**src/rtl/dmi_req_arbiter.sv**
```systemverilog
// dmi_req_arbiter: two-requester TCK-domain arbiter sharing one DMI request/response path.
// Optional response timeout with late-response drain, enabled by defining DMI_ARB_TIMEOUT_EN.
module dmi_req_arbiter #(
    parameter logic         FixedPrio     = 1'b0,
    parameter int unsigned  TimeoutCycles = 1024,
    localparam int unsigned ReqW          = 41,
    localparam int unsigned RespW         = 34
) (
    input  logic                  tck_i,
    input  logic                  trst_ni,
    input  logic [1:0][ReqW-1:0]  up_req_i,
    input  logic [1:0]            up_req_valid_i,
    output logic [1:0]            up_req_ready_o,
    output logic [1:0][RespW-1:0] up_resp_o,
    output logic [1:0]            up_resp_valid_o,
    input  logic [1:0]            up_resp_ready_i,
    output logic [ReqW-1:0]       dn_req_o,
    output logic                  dn_req_valid_o,
    input  logic                  dn_req_ready_i,
    input  logic [RespW-1:0]      dn_resp_i,
    input  logic                  dn_resp_valid_i,
    output logic                  dn_resp_ready_o,
    output logic                  owner_o,
    output logic                  busy_o
);

    typedef enum logic [1:0] {
        Idle     = 2'd0,
        Issue    = 2'd1,
        WaitResp = 2'd2
`ifdef DMI_ARB_TIMEOUT_EN
        , Drain  = 2'd3
`endif
    } state_e;

    state_e          r_state;
    logic [ReqW-1:0] r_req;
    logic            r_owner;
    logic            r_last;

    // A timeout below two cycles cannot be represented by the counter
    if (TimeoutCycles < 32'd2) begin : g_timeout_cfg_invalid
    end

    logic w_any;
    logic w_win;
    logic w_idle;
    logic w_wait;
    logic w_timeout;
    logic w_drain;

    // Single requester wins outright; a tie goes to requester 0 or alternates
    assign w_any  = |up_req_valid_i;
    assign w_win  = (&up_req_valid_i) ? (FixedPrio ? 1'b0 : ~r_last) : up_req_valid_i[1];
    assign w_idle = (r_state == Idle);
    assign w_wait = (r_state == WaitResp);

`ifdef DMI_ARB_TIMEOUT_EN
    localparam int unsigned CntW = $clog2(TimeoutCycles);

    logic [CntW-1:0] r_cnt;

    // A real response in the firing cycle takes precedence over the timeout
    assign w_timeout = w_wait && (r_cnt == CntW'(TimeoutCycles - 1)) && !dn_resp_valid_i;
    assign w_drain   = (r_state == Drain);
`else
    assign w_timeout = 1'b0;
    assign w_drain   = 1'b0;
`endif

    logic             w_resp_valid;
    logic [RespW-1:0] w_resp;

    assign w_resp_valid = w_wait && (dn_resp_valid_i || w_timeout);
    assign w_resp       = w_timeout ? RespW'(2'h2) : dn_resp_i;

    // Response steering: only the owner ever sees data or valid
    always_comb begin
        up_resp_valid_o = 2'b00;
        up_resp_o       = '0;
        if (w_wait) begin
            up_resp_valid_o[r_owner] = w_resp_valid;
            up_resp_o[r_owner]       = w_resp;
        end
    end

    assign up_req_ready_o  = (trst_ni && w_idle && w_any) ? (2'b01 << w_win) : 2'b00;
    assign dn_req_valid_o  = (r_state == Issue);
    assign dn_req_o        = r_req;
    assign dn_resp_ready_o = (w_wait && up_resp_ready_i[r_owner]) || w_drain;
    assign owner_o         = r_owner;
    assign busy_o          = !w_idle;

    always_ff @(posedge tck_i or negedge trst_ni) begin
        if (!trst_ni) begin
            r_state <= Idle;
            r_req   <= '0;
            r_owner <= 1'b0;
            r_last  <= 1'b1;
`ifdef DMI_ARB_TIMEOUT_EN
            r_cnt   <= '0;
`endif
        end else begin
            case (r_state)
                Idle: begin
                    if (w_any) begin
                        r_req   <= up_req_i[w_win];
                        r_owner <= w_win;
                        r_last  <= w_win;
                        r_state <= Issue;
                    end
                end
                Issue: begin
                    if (dn_req_ready_i) begin
                        r_state <= WaitResp;
`ifdef DMI_ARB_TIMEOUT_EN
                        r_cnt   <= '0;
`endif
                    end
                end
                WaitResp: begin
                    if (dn_resp_valid_i && up_resp_ready_i[r_owner]) begin
                        r_state <= Idle;
`ifdef DMI_ARB_TIMEOUT_EN
                    end else if (w_timeout) begin
                        if (up_resp_ready_i[r_owner]) begin
                            r_state <= Drain;
                        end
                    end else if (!dn_resp_valid_i) begin
                        r_cnt <= r_cnt + CntW'(1);
`endif
                    end
                end
`ifdef DMI_ARB_TIMEOUT_EN
                // Swallow the one late response so it never reaches a requester
                Drain: begin
                    if (dn_resp_valid_i) begin
                        r_state <= Idle;
                    end
                end
`endif
                default: r_state <= Idle;
            endcase
        end
    end

endmodule

```
**config.mk**
```make
export PLATFORM = sky130hd
export DESIGN_NAME = dmi_req_arbiter
export DESIGN_NICKNAME = d
export VERILOG_FILES = /design/src/rtl/dmi_req_arbiter.sv
export SDC_FILE = /design/constraint.sdc
export NUM_CORES = 1
export LEC_CHECK = 0
export ABC_AREA = 1
export BUFFER_PORTS_ARGS = -buffer_cell sky130_fd_sc_hd__buf_2
export CORE_ASPECT_RATIO = 1.2
export CORE_MARGIN = 3
export CORE_UTILIZATION = 30
export DETAILED_ROUTE_END_ITERATION = 8
export GPL_ROUTABILITY_DRIVEN = 0
export GPL_TIMING_DRIVEN = 0
export SLEW_MARGIN = 20
export SYNTH_ARGS = -nofsm -noshare
export SYNTH_HDL_FRONTEND = slang
export SYNTH_SLANG_ARGS = --single-unit
```
**constraint.sdc**
```tcl
create_clock -name tck_i -period 1.3 [get_ports tck_i]
set_input_delay 0.13 -clock tck_i [delete_from_list [all_inputs] [get_ports tck_i]]
set_output_delay 0.13 -clock tck_i [all_outputs]
set_load 0.005 [all_outputs]
```
Word level (Yosys, flattened, before mapping). Cells that the tools add are included.

Order comparisons: 3. Equal/unequal tests: 5. Shift-type cells: 1. Muxes and demuxes: 16. Bitwise operators: 3. Reductions and logical operators: 12.

Operator list (number): $mux W41 (2); $and A68 B68 Y68 (1); $mux W68 (1); $demux W34 S1 (1); $mux W34 (1); $mux W2 (5); $logic_and A1 B1 Y1 (6); $pmux W2 S3 (1); $lt A1 B2 Y1 const B (2); $mux W1 (4); $ne A2 B1 Y1 const B (2); $reduce_and A2 Y1 (2); $reduce_and A3 Y1 (1); $and A2 B2 Y2 (1); $eq A2 B1 Y1 const B (1); $eq A2 B2 Y1 const B (1); $logic_not A2 Y1 (1); $ne A2 B2 Y1 const B (1); $reduce_or A2 Y1 (1); $shl A1 B1 Y2 const A (1); $demux W1 S1 (1); $ge A1 B1 Y1 const B (1); $logic_not A1 Y1 (1); $not A1 Y1 (1).

Register bits after elaboration: 45. Bits of input ports: 124. Logic and storage cells: 44.

Depth between registers and ports, before layout.
Depth in word-level cells: 6. Depth in mapped cells: 7. Gate-level depth less buffers: 6.

Worst setup path after synthesis. OpenSTA, ideal clock, no wires.

Kind: register to register. Start point: reg r_last. End point: reg r_req[0] (netlist: dn_req_o[0]). Library setup time: 0.117 ns. Arrival time: 1.013 ns. Setup slack: 0.169 ns. Stages on the path, launching flop included: 7. Path through: dfstp_2 > nand2_1 > nand2_2 > buf_4 > nand2_1 > nand3_1 > nand2_1.

Word-level cells in the longest chain between the ends: 4.

Ends and longest elaborated chain: start: declaration (RTL line 39) `logic r_last;`; start signal: assignment (RTL line 109) `r_last <= w_win;`; $not A1 Y1 (RTL line 54) `assign w_win = (&up_req_valid_i) ? (FixedPrio ? 1'b0 : ~r_last) : up_req_valid_i[1];`; $mux W1 (RTL line 54); $mux W41 (not written as such) (2 in series) (RTL line 107) `r_req <= up_req_i[w_win];`; end signal: assignment (RTL line 107); end: declaration (RTL line 37) `logic [ReqW-1:0] r_req;`.

Every way passes these cells. The select of a mux whose other input is x is not followed. A chain may end at the register's enable or synchronous reset.

==> flow_metrics.py <==
metrics = {
    "setup_path": {
        "worstPathMaxFanout": 5,
        "r2r-end": "dn_req_o[15]",
        "crit_chain": "nor2_4 -> buf_6 -> nand2_4 -> clkbuf_16 -> nor2_2 -> buf_2",
        "cp-end-kind": "primary output",
        "cp_top_family": "buffers and inverters",
        "reg2reg_setup_slack_ns": -0.16,
        "cp-start-kind": "flop",
        "cp_slowest_cell": "dfrtp_1",
        "r2r_cells": 10,
        "critPathRequiredTime_ns": 1.17,
        "arrival_ns": 1.46,
        "critPathBufInv": 3,
        "max_stage_delay_ns": 0.41,
        "path_class": "flop to primary output",
        "r2r-start": "r_state[0]",
    },
    "timing": {
        "drv_slew": 0,
        "whs_ns": -0.175,
        "tns_ns": -20.89,
        "rsz0062_at_grt": "true",
        "postLayoutSetupSlackWorst_ns": -0.294,
        "finClkSkew_ns": 0.00474,
        "fin_crit_sh": 1.23,
        "worst_slew_pin_slew_ns": 0.597,
        "maxClockFrequency_mhz": 627,
        "final_hold_viol_count": 44,
        "relSlewSlack": 0.602,
        "finalSetupViolations": 115,
        "period_needed_ns": 1.59,
    },
    "clocking": {
        "cts_tree": "yes",
        "clkTransAtPathRegs_ns": 0.07,
        "clock-sinks": 45,
        "cts_made_buffers": 5,
        "cts_buffer_depth": 2,
        "cts_root_buffer": "clkbuf_16",
        "htreeDepth": 2,
        "clock_latency_ns": 0.29,
    },
    "status": {
        "status": "complete, but fails checks",
        "violations": "hold timing, setup timing",
    },
    "global_routing": {
        "grt_usage": 0.212,
        "antenna_found_initial": 2,
        "grt_overflow": 0,
        "grt_pass1_vias": 3876,
        "grt_max_degree": 47,
        "grt_pass1_wl_mm": 19.2,
    },
    "routing": {
        "drc": 0,
        "drtPass1Iterations": 4,
        "wl_per_cell_um": 14.6,
        "antenna_left": 0,
        "via_per_inst": 4.54,
        "drtIter0Drc": 166,
        "vias": 4067,
        "drt-total-wl_mm": 13.1,
    },
    "floorplan": {
        "die_y_um": 117,
        "initial_core_util": 0.317,
        "die-area_um2": 11600,
        "core_area_um2": 9760,
        "pin_count": 241,
        "fp.dieW_um": 98.6,
        "core.rowCount": 39,
    },
    "logic_synthesis": {
        "syn-cell-area_um2": 3090,
        "synth_cells": 497,
        "synth_cell_type_count": 18,
        "synth_warnings": 0,
        "syn_nets": 621,
        "ys_ff_latch": 45,
        "synth_area_per_cell_um2": 6.22,
        "yosysSeqAreaShare": 0.365,
    },
    "pwr": {
        "ir_drop_mv": 0.920,
        "power.total_mw": 9.43,
        "leakage_nw": 3.45,
        "power.density_nw_per_um2": 1760,
    },
    "finish": {
        "nFillCells": 939,
        "area_growth_pct": 74.0,
        "fin_cells": 895,
        "final_layout_size_suffix_gt1_frac": 0.477,
        "multi_input_area_um2": 1620,
        "nets": 895,
        "regArea_um2": 1130,
        "post-route-util": 0.551,
        "design_area_um2": 5370,
        "antenna_cells": 0,
    },
    "placement": {
        "dp.cells": 859,
        "dp_hpwl_mm": 9.88,
        "portBuffers": 239,
        "place_area_um2": 4440,
        "place_ws_ns": -0.365,
    },
    "run": {
        "cap_viol_max_count": 0,
    },
    "hold_path": {
        "hp-class": "primary input to async pin",
    },
}
==> kinds of logic after synthesis <==
kind of cell | after synthesis | synth area share
buf+inv | 153 | 0.222
simple gates | 297 | 0.409
flops | 45 | 0.365
compound gates | 2 | 0.00405
==> worst max path at each step <==
stage                    start           endpoint  slack, ns  depth (start not counted)
finish              r_state[0]      up_resp_o[53]      -0.29                          6
global route        r_state[0]      up_resp_o[58]      -0.35                          6
CTS                 r_state[0]      up_resp_o[25]      -0.25                          5
detailed placement     trst_ni  up_req_ready_o[0]      -0.36                          4
global placement       trst_ni  up_req_ready_o[0]      -0.35                          4
floorplan               r_last        dn_req_o[0]       0.17                          6
==> metal layers <==
metal / global-route usage / vias up / routed length (um)
met3: 0.0729 / 23 / 1270
met4: 0.0847 / 4 / 296
met5: 0 / - / 28
met2: 0.382 / 181 / 6770
met1: 0.230 / 1874 / 4720
li1: - / 1985 / -
==> cells in the mapped netlist <==
cell,number,area [um^2]
and3_1,1,6.26
buf_2,9,45.0
buf_4,9,67.6
buf_6,9,101
dfrtp_1,44,1100
dfstp_2,1,26.3
inv_1,125,469
inv_2,1,3.75
nand2_1,132,495
nand2_2,4,25.0
nand2_4,1,11.3
nand3_1,83,415
nor2_1,72,270
nor2_2,1,6.26
nor2_4,2,22.5
nor3_2,1,10.0
o21ai_0,1,5.00
o31ai_1,1,7.51
==> registers in the layout (all words and copies together) (netlist names) <==
register	count
dn_req_o	41
owner_o	1
r_last	1
r_state	2
==> cells in the final DEF, fill, tap and decap left out, drive strengths merged, types with 9 or more instances in the layout <==
cell type,instances
nor2,75
buf,290
nand3,83
inv,126
clkbuf,9
nand2,138
dfrtp,44
==> worst register-to-register path, delay by kind of cell (launching register included) <==
| family | cells | cell delay [ns] |
|---|---|---|
| buf+inv | 6 | 0.68 |
| flops | 1 | 0.41 |
| simple gates | 4 | 0.30 |
==> cell type report <==
| class | instances | area share |
|---|---|---|
| Buffer | 26 | 0.0501 |
| Clock buffer | 6 | 0.0240 |
| Clock inverter | 2 | 0.00722 |
| Inverter | 126 | 0.0894 |
| Multi-Input combinational cell | 300 | 0.301 |
| Sequential cell | 45 | 0.210 |
| Tap cell | 123 | 0.0286 |
| Timing Repair Buffer | 267 | 0.290 |
==> repair_timing <==
action,in CTS,in global routing
endpoints found under the setup margin,113,117
hold endpoints to repair,44,44
pin swaps,12,9
resized for setup,73,67
cloned,5,4
buffers inserted,17,3
==> report_power, final <==
part | total [mW] | internal, mW | switching [mW] | leakage (nW)
Sequential | 2.57 | 2.13 | 0.435 | 0.544
Clock | 1.47 | 0.912 | 0.557 | 0.0810
Combinational | 5.40 | 2.57 | 2.83 | 2.83
Total | 9.43 | 5.61 | 3.82 | 3.45
No activity file was read; power rests on OpenSTA's default activity.
